<file path="config.mk">
export PLATFORM = sky130hd
export DESIGN_NAME = iterative_shifter_flat
export DESIGN_NICKNAME = d
export VERILOG_FILES = /design/src/rtl/iterative_shifter_if.sv /design/src/rtl/iterative_shifter.sv /design/src/flat_wrapper.sv
export SDC_FILE = /design/constraint.sdc
export NUM_CORES = 1
export LEC_CHECK = 0
export CAP_MARGIN = 20
export CORE_MARGIN = 2
export CORE_UTILIZATION = 25
export DETAILED_ROUTE_END_ITERATION = 7
export SLEW_MARGIN = 20
export SYNTH_ARGS = -nofsm -noshare
export SYNTH_HDL_FRONTEND = slang
export SYNTH_SLANG_ARGS = --single-unit
</file>
<file path="constraint.sdc">
create_clock -name Clk -period 5.2 [get_ports Clk]
set_input_delay 1.04 -clock Clk [delete_from_list [all_inputs] [get_ports Clk]]
set_output_delay 1.04 -clock Clk [all_outputs]
set_load 0.005 [all_outputs]
</file>
<file path="src/rtl/iterative_shifter_if.sv">
// Start/busy/done handshake and operand/result bus of the iterative shifter.
// The controller drives the master side, the shift unit is the slave.
interface iterative_shifter_if #(
    parameter int unsigned WIDTH = 32
);
    localparam int unsigned SHAMT_W = $clog2(WIDTH);

    logic               Start;
    logic [WIDTH-1:0]   NumIn;
    logic [SHAMT_W-1:0] ShAmt;
    logic [1:0]         Mode;
    logic               Busy;
    logic               Done;
    logic [WIDTH-1:0]   NumOut;

    modport master (
        output Start, NumIn, ShAmt, Mode,
        input  Busy, Done, NumOut
    );

    modport slave (
        input  Start, NumIn, ShAmt, Mode,
        output Busy, Done, NumOut
    );
endinterface

</file>
<file path="src/rtl/iterative_shifter.sv">
// Multi-cycle SLL/SRL/SRA/ROTR unit that moves at most STEP bits per clock,
// trading latency for a small shifter in the MIPS ALU shift path.
module iterative_shifter #(
    parameter int unsigned WIDTH = 32,
    parameter int unsigned STEP  = 4
) (
    input  logic Clk,
    input  logic Rst_n,
    iterative_shifter_if.slave bus
);
    localparam int unsigned SHAMT_W = $clog2(WIDTH);
    localparam logic [SHAMT_W-1:0] STEP_AMT = SHAMT_W'(STEP);

    localparam logic [1:0] MODE_SLL  = 2'b00;
    localparam logic [1:0] MODE_SRL  = 2'b01;
    localparam logic [1:0] MODE_SRA  = 2'b10;
    localparam logic [1:0] MODE_ROTR = 2'b11;

    typedef enum logic [1:0] {
        S_IDLE  = 2'b00,
        S_SHIFT = 2'b01,
        S_DONE  = 2'b10
    } state_e;

    state_e               state_q, state_d;
    logic [WIDTH-1:0]     acc_q, acc_d;
    logic [SHAMT_W-1:0]   rem_q, rem_d;
    logic [1:0]           mode_q, mode_d;
    logic                 busy_q, busy_d;
    logic                 done_q, done_d;
    logic [WIDTH-1:0]     num_out_q, num_out_d;

    logic [SHAMT_W-1:0]   step_s;
    logic [WIDTH-1:0]     acc_shift;
    logic [2*WIDTH-1:0]   rot_w;

    // One partial shift of at most STEP bits; the SRA sign survives in acc MSB.
    always_comb begin
        step_s    = (rem_q < STEP_AMT) ? rem_q : STEP_AMT;
        rot_w     = {acc_q, acc_q} >> step_s;
        acc_shift = acc_q;
        case (mode_q)
            MODE_SLL:  acc_shift = acc_q << step_s;
            MODE_SRL:  acc_shift = acc_q >> step_s;
            MODE_SRA:  acc_shift = $unsigned($signed(acc_q) >>> step_s);
            MODE_ROTR: acc_shift = rot_w[WIDTH-1:0];
            default:   acc_shift = acc_q;
        endcase
    end

    always_comb begin
        state_d   = state_q;
        acc_d     = acc_q;
        rem_d     = rem_q;
        mode_d    = mode_q;
        num_out_d = num_out_q;

        case (state_q)
            S_IDLE: begin
                if (bus.Start) begin
                    acc_d  = bus.NumIn;
                    rem_d  = bus.ShAmt;
                    mode_d = bus.Mode;
                    if (bus.ShAmt == '0) begin
                        state_d   = S_DONE;
                        num_out_d = bus.NumIn;
                    end else begin
                        state_d = S_SHIFT;
                    end
                end
            end
            S_SHIFT: begin
                acc_d = acc_shift;
                rem_d = rem_q - step_s;
                if (rem_q <= STEP_AMT) begin
                    state_d   = S_DONE;
                    num_out_d = acc_shift;
                end
            end
            S_DONE:  state_d = S_IDLE;
            default: state_d = S_IDLE;
        endcase

        busy_d = (state_d != S_IDLE);
        done_d = (state_d == S_DONE);
    end

    always_ff @(posedge Clk or negedge Rst_n) begin
        if (!Rst_n) begin
            state_q   <= S_IDLE;
            acc_q     <= '0;
            rem_q     <= '0;
            mode_q    <= MODE_SLL;
            busy_q    <= 1'b0;
            done_q    <= 1'b0;
            num_out_q <= '0;
        end else begin
            state_q   <= state_d;
            acc_q     <= acc_d;
            rem_q     <= rem_d;
            mode_q    <= mode_d;
            busy_q    <= busy_d;
            done_q    <= done_d;
            num_out_q <= num_out_d;
        end
    end

    assign bus.Busy   = busy_q;
    assign bus.Done   = done_q;
    assign bus.NumOut = num_out_q;
endmodule

</file>
<file path="src/flat_wrapper.sv">
// flat-port wrapper written by rule: the top's interface ports become plain ports
module iterative_shifter_flat 
#(
    parameter int unsigned WIDTH = 32,
    parameter int unsigned STEP  = 4
)
  (Clk, Rst_n, bus_Start, bus_NumIn, bus_ShAmt, bus_Mode, bus_Busy, bus_Done, bus_NumOut);
  iterative_shifter_if #(.WIDTH(WIDTH)) bus_i ();
  input  logic Clk;
  input  logic Rst_n;
  input wire logic [$bits(bus_i.Start)-1:0] bus_Start;
  input wire logic [$bits(bus_i.NumIn)-1:0] bus_NumIn;
  input wire logic [$bits(bus_i.ShAmt)-1:0] bus_ShAmt;
  input wire logic [$bits(bus_i.Mode)-1:0] bus_Mode;
  output wire logic [$bits(bus_i.Busy)-1:0] bus_Busy;
  output wire logic [$bits(bus_i.Done)-1:0] bus_Done;
  output wire logic [$bits(bus_i.NumOut)-1:0] bus_NumOut;
  assign bus_i.Start = bus_Start;
  assign bus_i.NumIn = bus_NumIn;
  assign bus_i.ShAmt = bus_ShAmt;
  assign bus_i.Mode = bus_Mode;
  assign bus_Busy = bus_i.Busy;
  assign bus_Done = bus_i.Done;
  assign bus_NumOut = bus_i.NumOut;
  iterative_shifter #(.WIDTH(WIDTH), .STEP(STEP)) u_core (.Clk(Clk), .Rst_n(Rst_n), .bus(bus_i));
endmodule
</file>
; ---- Yosys cells after proc, flatten, opt, wreduce, memory -nomap -nowiden
; Cells that the tools add are included.
[op_classes]
n_addsub = 1
mul = 0
div = 0
magnitude_cmp = 2
n_eq_ne = 8
shifts = 4
muxes = 14
bitwise_logic = 0
n_reduce_logical = 8
[ops]
columns = operator, n
row1 = $mux W32, 4
row2 = $pmux W32 S2, 2
row3 = $pmux W32 S4, 1
row4 = $shr A64 B5 Y32, 1
row5 = $shl A32 B5 Y32, 1
row6 = $shr A32 B5 Y32, 1
row7 = $sshr A32 B5 Y32, 1
row8 = $mux W5, 2
row9 = $pmux W5 S2, 1
row10 = $eq A2 B2 Y1 const B, 3
row11 = $mux W2, 3
row12 = $le A5 B3 Y1 const B, 1
row13 = $logic_not A5 Y1, 1
row14 = $lt A5 B3 Y1 const B, 1
row15 = $sub A5 B5 Y5, 1
row16 = $eq A2 B1 Y1 const B, 2
row17 = $logic_not A2 Y1, 2
row18 = $ne A2 B1 Y1 const B, 2
row19 = $pmux W2 S2, 1
row20 = $reduce_and A2 Y1, 2
row21 = $reduce_and A4 Y1, 1
row22 = $reduce_bool A2 Y1, 2
row23 = $ne A2 B2 Y1 const B, 1
[word_totals]
reg_bits = 75
latch_bits = 0
ram_bits = 0
rom_bits = 0
n_memories = 0

; ---- Logic depth before layout (Yosys ltp)
; Gate-level depths: netlist of the first run.
[logic_depth]
word_depth = 6
depth_mapped = 10

; ---- Worst setup path after synthesis of the first run
; No wires, ideal clock.
[synth_timing]
kind = input to register
startpoint = input port bus_ShAmt[0]
endpoint = register u_core.num_out_q[20] (netlist: u_core.bus.NumOut[20])
arrival_time_ps = 2413
slack_ps = 2666
path_stages = 7
path_cell_list = or4_1 nor2_1 a21oi_1 clkinv_1 clkbuf_1 nand2_1 o22a_1
[synth_via]
elab_chain_len = 3
[synth_lines]
columns = element, line
row1 = from (decl), flat_wrapper.sv:13  ; input wire logic [$bits(bus_i.ShAmt)-1:0] bus_ShAmt;
row2 = $logic_not A5 Y1, iterative_shifter.sv:64  ; if (bus.ShAmt == '0) begin
row3 = $ne A2 B1 Y1 (no source line), -
row4 = $reduce_and A4 Y1 (no source line), -
row5 = to (signal assigned), iterative_shifter.sv:104  ; num_out_q <= num_out_d;
row6 = to (decl), iterative_shifter.sv:31  ; logic [WIDTH-1:0] num_out_q, num_out_d;
; Every way passes these cells.
; A chain may end at the register's enable or synchronous reset.

; ---- Worst setup path after layout of the first run
[layout_timing]
startpoint = input port bus_ShAmt[2]
endpoint = register u_core.num_out_q[28] (netlist: u_core.bus.NumOut[28])
; Same word-level chain as after synthesis.

==> results by group, run 1 <==
Route
  – Initial DRC count: 860
  – Total Wirelength: 21.2 mm
  – Residual DRC: 0
  – First-pass DRT Iterations: 6
  – Routed WL per cell: 21.5 µm
  – Via count: 5726
  – Antenna viol nets, final: 0
  – Vias per Instance: 5.83

Critical path
  – Crit path kind: primary input to flip-flop
  – Critical Path Source Type: primary input
  – Crit path cell chain: clkdlybuf4s50_1 > or4_1 > nor2_1 > a21oi_4 > clkinv_1 > mux2i_1 > a21oi_1
  – WP data arrival: 3.41 ns
  – Top delay family on crit path: buffers and inverters
  – CP Max Fanout: 23
  – Critical-path top delay cell: clkinv_1
  – Max incr delay on CP: 0.72 ns
  – CP Buf/Inv Count: 2
  – Critical Path RT: 5.41 ns
  – Critical Path End Type: flip-flop

GRT
  – GR Layer Usage met3: 0.0369
  – Initial antenna violation count: 0
  – Overflow after GRT: 0
  – Pin count of the biggest net entering global routing: 76
  – Total track usage: 0.174
  – First-pass GRT wire length: 32.9 mm
  – Busiest grt layer: met2
  – Number of global-route vias before repair: 5563
  – Met1 usage: 0.241
  – Met2 GRT Util: 0.267

Floorplan
  – Die height: 156 µm
  – Initial Util: 0.255
  – FP Rows: 55
  – Ports: 76
  – Die footprint: 24300 µm²
  – Die Span X: 156 µm
  – Core area: 22600 µm²

Finish
  – Net total in the final layout: 736
  – ANT cells: 0
  – Layout cells sized above 1: 0.0946
  – Non-Filler Instances: 983
  – P&R area growth vs syn: 21.1%
  – Fin util: 0.308

STA
  – Fmax: 312 MHz
  – Hold slack final: 0.476 ns
  – Min Tclk post-route: 3.21 ns
  – Final Hold Viols: 0
  – Slew Viols, Final: 0
  – Slew @ Worst Pin: 0.979 ns
  – Final Setup Violations: 0
  – RSZ-0062 raised after global routing: false
  – Worst Clk Skew: 0.00746 ns
  – Tcrit/Tclk final: 0.617
  – Worst Setup Slack, final: 1.99 ns
  – Slew headroom: 0.346
  – Final setup TNS: 0 ns

Clock tree
  – Root Driver: clkbuf_16
  – CTS Sinks: 75
  – Post_cts resized: 0
  – Longest Clk Path Bufs: 2
  – H-tree levels: 3
  – Clk slew on worst S/H paths: 0.06 ns
  – Post CTS Setup Buffer Count: 0
  – TritonCTS clock tree: done
  – Num CTS Buffers: 9
  – Clock insertion delay at the later pin of the skew report: 0.35 ns
  – Hold_buf cts: 0

Synthesis
  – Flops & latches, synth: 75
  – Syn Nets: 719
  – Cell variety after synth: 68
  – Post-Syn Area per Cell: 8.53 µm²
  – Syn. warnings: 0
  – Top cells by area, synth: dfrtp_1 (33%), mux2i_1 (11%), mux4_2 (6.6%)
  – Synth Instances: 676
  – Asr flop ratio synth: 1.00
  – Share of the synthesized area in the top cell type: 0.326
  – EDFF count, synth: 0
  – Synth area leader: dfrtp_1
  – Dominant synthesized flop cell: dfrtp_1
  – Syn Std Cell Area: 5760 µm²
  – Post-synthesis sequential area ratio: 0.326

Place
  – Port Buf Inserts: 75
  – GPL Wtd Cong: 0.936
  – # placed instances: 966
  – HPWL after DPL: 14.2 mm
  – Pre-CTS setup slack: 1.62 ns

Run status
  – Status: finished, final reports clean

Min path
  – HP Class: flip-flop to flip-flop

Power
  – PwrDens: 761 nW/µm²
  – Lkg Pwr: 2.68 nW
  – Maximum VDD drop: 0.281 mV

Flow run
  – Max Cap Viol: 0
-- logic make-up after synthesis --
family | synth area share
other | 0.000651
multiplexers | 0.184
flip-flops | 0.326
AO/OA/AOI/OAI | 0.261
buffers and inverters | 0.0649
adder cells (fa/ha/maj) | 0.00217
AND/OR/NAND/NOR | 0.162
-- report_power, final --
part	total, W	internal, W	switching (W)
sequential	0.00149	0.000887	0.000604
combinational	0.00314	0.00135	0.00179
clock	0.000678	0.000421	0.000257
-- area by class of cell --
class / instances / area, µm²
clock buffer: 10 / 229
multi-input combinational: 512 / 3540
sequential: 75 / 1880
fill: 2355 / 15700
inverter: 9 / 33.8
timing repair buffer: 86 / 851
tap: 285 / 357
clock inverter: 6 / 88.8
-- final timing paths --
check	startpoint	end	slack (ns)	cells past startpoint
max	bus_ShAmt[2]	u_core.bus.NumOut[28]	1.99	7
min	u_core.bus.NumOut[15]	u_core.bus.NumOut[15]	0.48	2
max reg2reg	u_core.rem_q[3]	u_core.bus.NumOut[29]	2.11	6
min reg2reg	u_core.bus.NumOut[15]	u_core.bus.NumOut[15]	0.48	2
max in group asynchronous	Rst_n	u_core.bus.NumOut[18]	4.00	2
min in group asynchronous	Rst_n	u_core.bus.NumOut[13]	0.61	1
-- sequential cells by signal, summed over array words and instances, names as in the netlist --
register and cells:
u_core.state_q 2, u_core.mode_q 2, u_core.acc_q 32, u_core.bus.Busy 1, u_core.bus.NumOut 32, u_core.rem_q 5, u_core.bus.Done 1
-- tightest hold or removal path: stages (launching register included) --
cell,delay (ns)
dfrtp_1,0.34
nand2_1,0.05
o31ai_1,0.05
-- per-stage QoR --
stage / total power, W / instance area [µm²]
finish: 0.00531 / 6980
CTS: 0.00527 / 6950
global route: 0.00566 / 6980
floorplan: 0.00346 / 5760
global placement: 0.00455 / 6630
detailed placement: 0.00456 / 6630
-- cells in the mapped netlist (all sizes together) (2+ instances only) --
library cell,instances
o21ai,52
a32oi,2
nor4,7
and2,3
buf,26
o21a,2
a2111oi,2
a31oi,10
mux2i,62
o221ai,9
nand3,11
nor2b,2
a311oi,2
mux4,17
o21bai,3
nand2,98
clkinv,2
dfrtp,75
nand4,2
o22ai,15
nor3,9
o32ai,3
a211o,4
inv,7
a211oi,16
or4b,2
or2,2
a22oi,3
a21oi,45
nand2b,4
clkbuf,54
a221oi,6
o211ai,8
nor4b,4
a22o,5
o31ai,20
a221o,6
o221a,2
nor2,49
mux2,5
or3,3
-- placed cells by master (no fill, tap or decap), types with 3 or more instances in the layout --
| master | synthesis | final |
|---|---|---|
| a31oi_1 | 10 | 10 |
| a21oi_1 | 45 | 44 |
| a211oi_1 | 15 | 15 |
| dfrtp_1 | 75 | 75 |
| o31ai_1 | 20 | 20 |
| nand2_1 | 98 | 98 |
| buf_4 | 3 | 11 |
| nand3_1 | 11 | 11 |
| and2_1 | 3 | 3 |
| nor3_1 | 8 | 8 |
| a211o_1 | 4 | 4 |
| nor2_1 | 49 | 47 |
| inv_1 | 7 | 7 |
| mux4_2 | 17 | 17 |
| mux2_2 | 5 | 5 |
| clkdlybuf4s50_1 | 0 | 74 |
| nor4_1 | 6 | 6 |
| a22oi_1 | 3 | 3 |
| o211ai_1 | 8 | 8 |
| o21ai_0 | 50 | 50 |
| a22o_1 | 5 | 5 |
| a221oi_1 | 6 | 6 |
| or3_1 | 3 | 3 |
| o221ai_1 | 9 | 9 |
| mux2i_1 | 62 | 62 |
| o22ai_1 | 15 | 15 |
| o32ai_1 | 3 | 3 |
| nand2b_1 | 4 | 4 |
| clkbuf_16 | 0 | 9 |
| o21bai_1 | 3 | 3 |
| a221o_1 | 6 | 6 |
-- routing by layer --
metal | wire [µm] | up-vias
met3 | 2000 | 52
met5 | 0 | -
li1 | - | 2565
met2 | 9320 | 349
met1 | 9200 | 2760
met4 | 644 | 0
Power figures use the tool's default switching activity.
==> inputs of run 2 (changes only) <==
==> constraint.sdc (replaced) <==
create_clock -name Clk -period 3.13 [get_ports Clk]
set_input_delay 0.626 -clock Clk [delete_from_list [all_inputs] [get_ports Clk]]
set_output_delay 0.626 -clock Clk [all_outputs]
set_load 0.005 [all_outputs]
==> run 2 against run 1 <==
Compared with the run above: sequential power rose by 65%; critical path type is now flip-flop to flip-flop; non-clock buffer count rose by 15; largest power group unchanged; flip-flop and latch count did not move; final cell count rose by 1.5%; via count rose by 1.4%.
==> results by group, run 2 (synthesized netlist as in run 1, its figures left out) <==
Run status
  – Status: finished, final reports clean

GRT
  – Number of global-route vias before repair: 5750 (+3.4%)
  – Overflow after GRT: 0 (unchanged)
  – Met1 usage: 0.253 (+0.0117)
  – Busiest grt layer: met2
  – GR Layer Usage met3: 0.0325 (-0.00444)
  – Met2 GRT Util: 0.273 (+0.00569)
  – First-pass GRT wire length: 34.1 mm (+3.5%)
  – Initial antenna violation count: 0 (unchanged)
  – Pin count of the biggest net entering global routing: 76 (unchanged)
  – Total track usage: 0.179 (+0.00527)

Floorplan
  – Die Span X: 156 µm (unchanged)
  – Die footprint: 24300 µm² (unchanged)
  – Core area: 22600 µm² (unchanged)
  – FP Rows: 55 (unchanged)
  – Initial Util: 0.255 (unchanged)
  – Ports: 76 (unchanged)
  – Die height: 156 µm (unchanged)

Critical path
  – Critical Path RT: 3.35 ns (-2.06 ns)
  – Crit path kind: flip-flop to flip-flop
  – CP Max Fanout: 39 (+70%)
  – WP data arrival: 2.87 ns (-0.54 ns)
  – Critical Path Source Type: flip-flop
  – Critical Path End Type: flip-flop

Route
  – Vias per Instance: 5.82 (-0.16%)
  – Antenna viol nets, final: 0 (unchanged)
  – First-pass DRT Iterations: 6 (unchanged)
  – Initial DRC count: 791 (-8.0%)
  – Via count: 5804 (+1.4%)
  – Routed WL per cell: 21.4 µm (-0.45%)
  – Total Wirelength: 21.4 mm (+1.1%)
  – Residual DRC: 0 (unchanged)

Clock tree
  – TritonCTS clock tree: done
  – Longest Clk Path Bufs: 2 (unchanged)
  – Clock insertion delay at the later pin of the skew report: 0.36 ns (about the same)
  – Post CTS Setup Buffer Count: 0 (unchanged)
  – Clk slew on worst S/H paths: 0.06 ns (about the same)
  – Hold_buf cts: 0 (unchanged)
  – CTS Sinks: 75 (unchanged)
  – H-tree levels: 3 (unchanged)
  – Num CTS Buffers: 9 (unchanged)
  – Root Driver: clkbuf_16
  – Post_cts resized: 0 (unchanged)

Finish
  – Commonest non-fill, non-tap cell in the layout: nand2_1
  – ANT cells: 0 (unchanged)
  – Commonest non-fill, non-tap cells in the layout: nand2_1 (98), dfrtp_1 (75), clkdlybuf4s50_1 (74)
  – Net total in the final layout: 751 (+2.0%)
  – Layout cells sized above 1: 0.115 (+0.0205)
  – P&R area growth vs syn: 23.6%
  – FILL cells: 2323 (-1.4%)
  – Finished Cell Area: 7120 µm² (+2.1%)

STA
  – Tcrit/Tclk final: 0.847
  – Fmax: 377 MHz
  – Min Tclk post-route: 2.65 ns
  – Final Hold Viols: 0 (unchanged)
  – RSZ-0062 raised after global routing: false
  – Final Setup Violations: 0 (unchanged)
  – Worst Clk Skew: 0.00968 ns (+0.00221 ns)
  – Slew Viols, Final: 0 (unchanged)
  – Slew @ Worst Pin: 0.829 ns (-0.150 ns)
  – Slew headroom: 0.446 (+0.0996)
  – Final setup TNS: 0 ns (unchanged)

Place
  – HPWL after DPL: 14.6 mm (+2.8%)
  – Port Buf Inserts: 75 (unchanged)
  – DP Area: 6770 µm² (+2.1%)
  – GPL Wtd Cong: 0.940 (+0.43%)

Flow run
  – Max Cap Viol: 0 (unchanged)

Power
  – Lkg Pwr: 2.77 nW (+3.3%)
  – Maximum VDD drop: 0.433 mV (+54%)
  – PwrDens: 1270 nW/µm² (+67%)

Min path
  – HP Class: primary input to async pin
## run 2: cell types whose count changed in the layout (fill, tap and decap cells not counted), sizes merged
cell      delta
clkbuf       -1
bufinv       +1
clkinv       +1
clkinvlp     -1
buf         +15
## run 2: routing by layer
metal	vias to the layer above	wire, µm
li1	2585	-
met1	2846	9650
met2	326	9600
met3	47	1620
met4	0	528
met5	-	0
## run 2: critical path, cell delays in order, from the launching register on
cell and delay [ns]:
dfrtp_1 0.51, buf_4 0.22, nor4b_4 0.34, buf_12 0.30, mux4_2 0.54, a221o_1 0.33, o22ai_1 0.16, o21ai_0 0.09
## run 2: where the power goes
part | switching (W) | internal, W
logic | 0.00301 | 0.00237
registers | 0.000988 | 0.00147
clock network | 0.000449 | 0.000784
total | 0.00445 | 0.00463
## run 2: cell type report
class	instances	area, µm²	area share
Clock buffer	9	225	0.0316
Clock inverter	7	124	0.0174
Inverter	9	33.8	0.00474
Multi-Input combinational cell	512	3540	0.496
Sequential cell	75	1880	0.263
Tap cell	285	357	0.0501
Timing Repair Buffer	101	972	0.136
## run 2: per-stage QoR
stage / instances / setup slack [ns] / hold slack (ns) / total power (W) / utilization
finish: 998 / 0.479 / 0.288 / 0.00908 / 0.315
global route: 998 / 0.292 / 0.381 / 0.00971 / 0.315
CTS: 998 / 0.481 / 0.481 / 0.00902 / 0.315
detailed placement: 982 / 0.339 / 0.470 / 0.00775 / 0.299
global placement: 982 / 0.371 / 0.466 / 0.00769 / 0.299
floorplan: 676 / 0.858 / 0.330 / 0.00574 / -
## run 2: path summary, 6_finish.rpt
check	start	to	slack [ns]	depth (start not counted)
min in group Clk	u_core.bus.NumOut[21]	u_core.bus.NumOut[21]	0.48	2
max in group asynchronous	Rst_n	u_core.bus.NumOut[21]	2.32	1
worst max-delay path	u_core.rem_q[4]	u_core.bus.NumOut[3]	0.48	7
worst min register to register	u_core.bus.NumOut[21]	u_core.bus.NumOut[21]	0.48	2
worst max register to register	u_core.rem_q[4]	u_core.bus.NumOut[3]	0.48	7
worst min-delay path	Rst_n	u_core.bus.NumOut[13]	0.29	1
==> inputs of run 3 (changes only) <==
==> constraint.sdc (replaced) <==
create_clock -name Clk -period 2.5 [get_ports Clk]
set_input_delay 0.5 -clock Clk [delete_from_list [all_inputs] [get_ports Clk]]
set_output_delay 0.5 -clock Clk [all_outputs]
set_load 0.005 [all_outputs]
==> run 3 against run 2 <==
Compared with the run above: final cell count grew 5.5%; clock power is essentially flat; critical path depth shrank 1; clock-buffer cell count is the same; power grew 32%; die area is the same; first-iteration DRC count shrank 18%; critical path type unchanged; largest cell class unchanged; largest power group unchanged.
==> results by group, run 3 (synthesized netlist as in run 1, its figures left out) <==
Critical path
  – Worst R2R End: u_core.bus.NumOut[20]
  – CP Max Fanout: 8 (-79%)
  – Critical Path Source Type: flip-flop
  – Critical Path End Type: flip-flop
  – WP data arrival: 2.74 ns (-0.13 ns)
  – Critical Path RT: 2.78 ns (-0.57 ns)
  – Worst r2r src: u_core.rem_q[3]
  – Crit path kind: flip-flop to flip-flop
  – R2r worst-path depth: 6 (-1)
  – Reg2reg setup slack: 0.04 ns (-0.44 ns)

Clock tree
  – Clock insertion delay at the later pin of the skew report: 0.35 ns (about the same)
  – Clk slew on worst S/H paths: 0.06 ns (about the same)
  – CTS Sinks: 75 (unchanged)
  – Root Driver: clkbuf_16
  – Longest Clk Path Bufs: 2 (unchanged)
  – Num CTS Buffers: 9 (unchanged)
  – Hold_buf cts: 0 (unchanged)
  – TritonCTS clock tree: done
  – H-tree levels: 3 (unchanged)

Finish
  – P&R area growth vs syn: 32.0%
  – Commonest non-fill, non-tap cells in the layout: nand2_1 (98), dfrtp_1 (75), clkdlybuf4s50_1 (74)
  – Net total in the final layout: 806 (+7.3%)
  – Commonest non-fill, non-tap cell in the layout: nand2_1
  – Fin util: 0.336 (+0.0212)
  – ANT cells: 0 (unchanged)
  – FILL cells: 2344 (+0.90%)
  – Layout cells sized above 1: 0.185 (+0.0699)

STA
  – Slew @ Worst Pin: 0.605 ns (-0.224 ns)
  – Slew headroom: 0.597 (+0.151)
  – Worst Clk Skew: 0.0127 ns (+0.00303 ns)
  – Fmax: 407 MHz (+7.8%)
  – Min Tclk post-route: 2.46 ns (-0.192 ns)
  – Slew Viols, Final: 0 (unchanged)
  – Tcrit/Tclk final: 0.984 (+0.137)
  – Final setup TNS: 0 ns (unchanged)
  – Final Setup Violations: 0 (unchanged)
  – Final Hold Viols: 0 (unchanged)
  – RSZ-0062 raised after global routing: true

Floorplan
  – Initial Util: 0.255 (unchanged)
  – Die Span X: 156 µm (unchanged)
  – Ports: 76 (unchanged)
  – Die height: 156 µm (unchanged)
  – Core area: 22600 µm² (unchanged)
  – FP Rows: 55 (unchanged)
  – Die footprint: 24300 µm² (unchanged)

GRT
  – Overflow after GRT: 0 (unchanged)
  – Met2 GRT Util: 0.277 (+0.00442)
  – Total track usage: 0.186 (+0.00685)
  – Number of global-route vias before repair: 5823 (+1.3%)
  – Initial antenna violation count: 0 (unchanged)
  – GR Layer Usage met3: 0.0422 (+0.00972)
  – Pin count of the biggest net entering global routing: 57 (-25%)
  – Met1 usage: 0.258 (+0.00450)
  – Busiest grt layer: met2
  – First-pass GRT wire length: 34.7 mm (+2.0%)

Min path
  – HP Class: primary input to async pin

Power
  – PwrDens: 1570 nW/µm² (+24%)
  – Final Power: 0.0120 W (+32%)
  – Maximum VDD drop: 0.545 mV (+26%)
  – Lkg Pwr: 3.06 nW (+10%)

Route
  – Vias per Instance: 5.76 (-0.91%)
  – Initial DRC count: 649 (-18%)
  – Antenna viol nets, final: 0 (unchanged)
  – First-pass DRT Iterations: 5 (-1)
  – Via count: 6068 (+4.5%)
  – Routed WL per cell: 21.7 µm (+1.4%)
  – Total Wirelength: 22.9 mm (+7.0%)
  – Residual DRC: 0 (unchanged)

Flow run
  – Max Cap Viol: 0 (unchanged)

Place
  – GPL Wtd Cong: 0.980 (+4.2%)
  – Port Buf Inserts: 75 (unchanged)
  – HPWL after DPL: 16.1 mm (+10%)

Run status
  – Status: finished, final reports clean
## run 3: worst max-delay path by stage
stage	start	endpoint	cells after the start
2_1_floorplan	u_core.rem_q[2]	u_core.rem_q[2]	9
3_3_place_gp	bus_ShAmt[0]	u_core.bus.NumOut[13]	6
3_5_place_dp	bus_ShAmt[0]	u_core.bus.NumOut[25]	6
4_1_cts	u_core.rem_q[2]	u_core.acc_q[4]	10
5_1_grt	u_core.rem_q[2]	u_core.bus.NumOut[4]	11
6_report	u_core.rem_q[3]	u_core.bus.NumOut[20]	6
## run 3: layout make-up
class | count | area [µm²] | share of cell area
Sequential cell | 75 | 1880 | 0.247
Clock buffer | 9 | 225 | 0.0296
Inverter | 9 | 33.8 | 0.00444
Multi-Input combinational cell | 512 | 3570 | 0.470
Timing Repair Buffer | 156 | 1500 | 0.197
Clock inverter | 7 | 43.8 | 0.00576
Tap cell | 285 | 357 | 0.0469
## run 3: metal layers
layer / part of all wire / vias up
li1: - / 2706
met1: 0.43 / 2953
met2: 0.44 / 359
met4: 0.033 / 0
met5: 0 / -
met3: 0.095 / 50
## run 3: timing repair
item	in CTS	in global routing
resized for setup	0	7
hold endpoints to repair	0	0
setup buffers	0	11
endpoints found under the setup margin	0	11
## run 3: power by group
| group | internal, W | switching, W |
|---|---|---|
| logic | 0.00359 | 0.00415 |
| registers | 0.00185 | 0.00118 |
| clock network | 0.000667 | 0.000535 |
| total | 0.00611 | 0.00586 |
## run 3: through the flow
step | hold WS, ns | setup WS (ns) | instances | instance area [µm²]
5_1_grt | 0.140 | -0.0642 | 1053 | 7600
6_report | 0.104 | 0.0411 | 1053 | 7600
4_1_cts | 0.117 | 0.00283 | 1040 | 7430
3_3_place_gp | 0.473 | 0.00427 | 1024 | 7160
3_5_place_dp | 0.474 | -0.0188 | 1024 | 7160
2_1_floorplan | 0.204 | 0.228 | 676 | 5760
## run 3: critical path, stage by stage, from the launching register on
cell	delay [ns]
dfrtp_1	0.48
or4b_4	0.62
buf_4	0.23
mux4_2	0.34
a211oi_2	0.04
a211oi_1	0.45
o22a_1	0.22
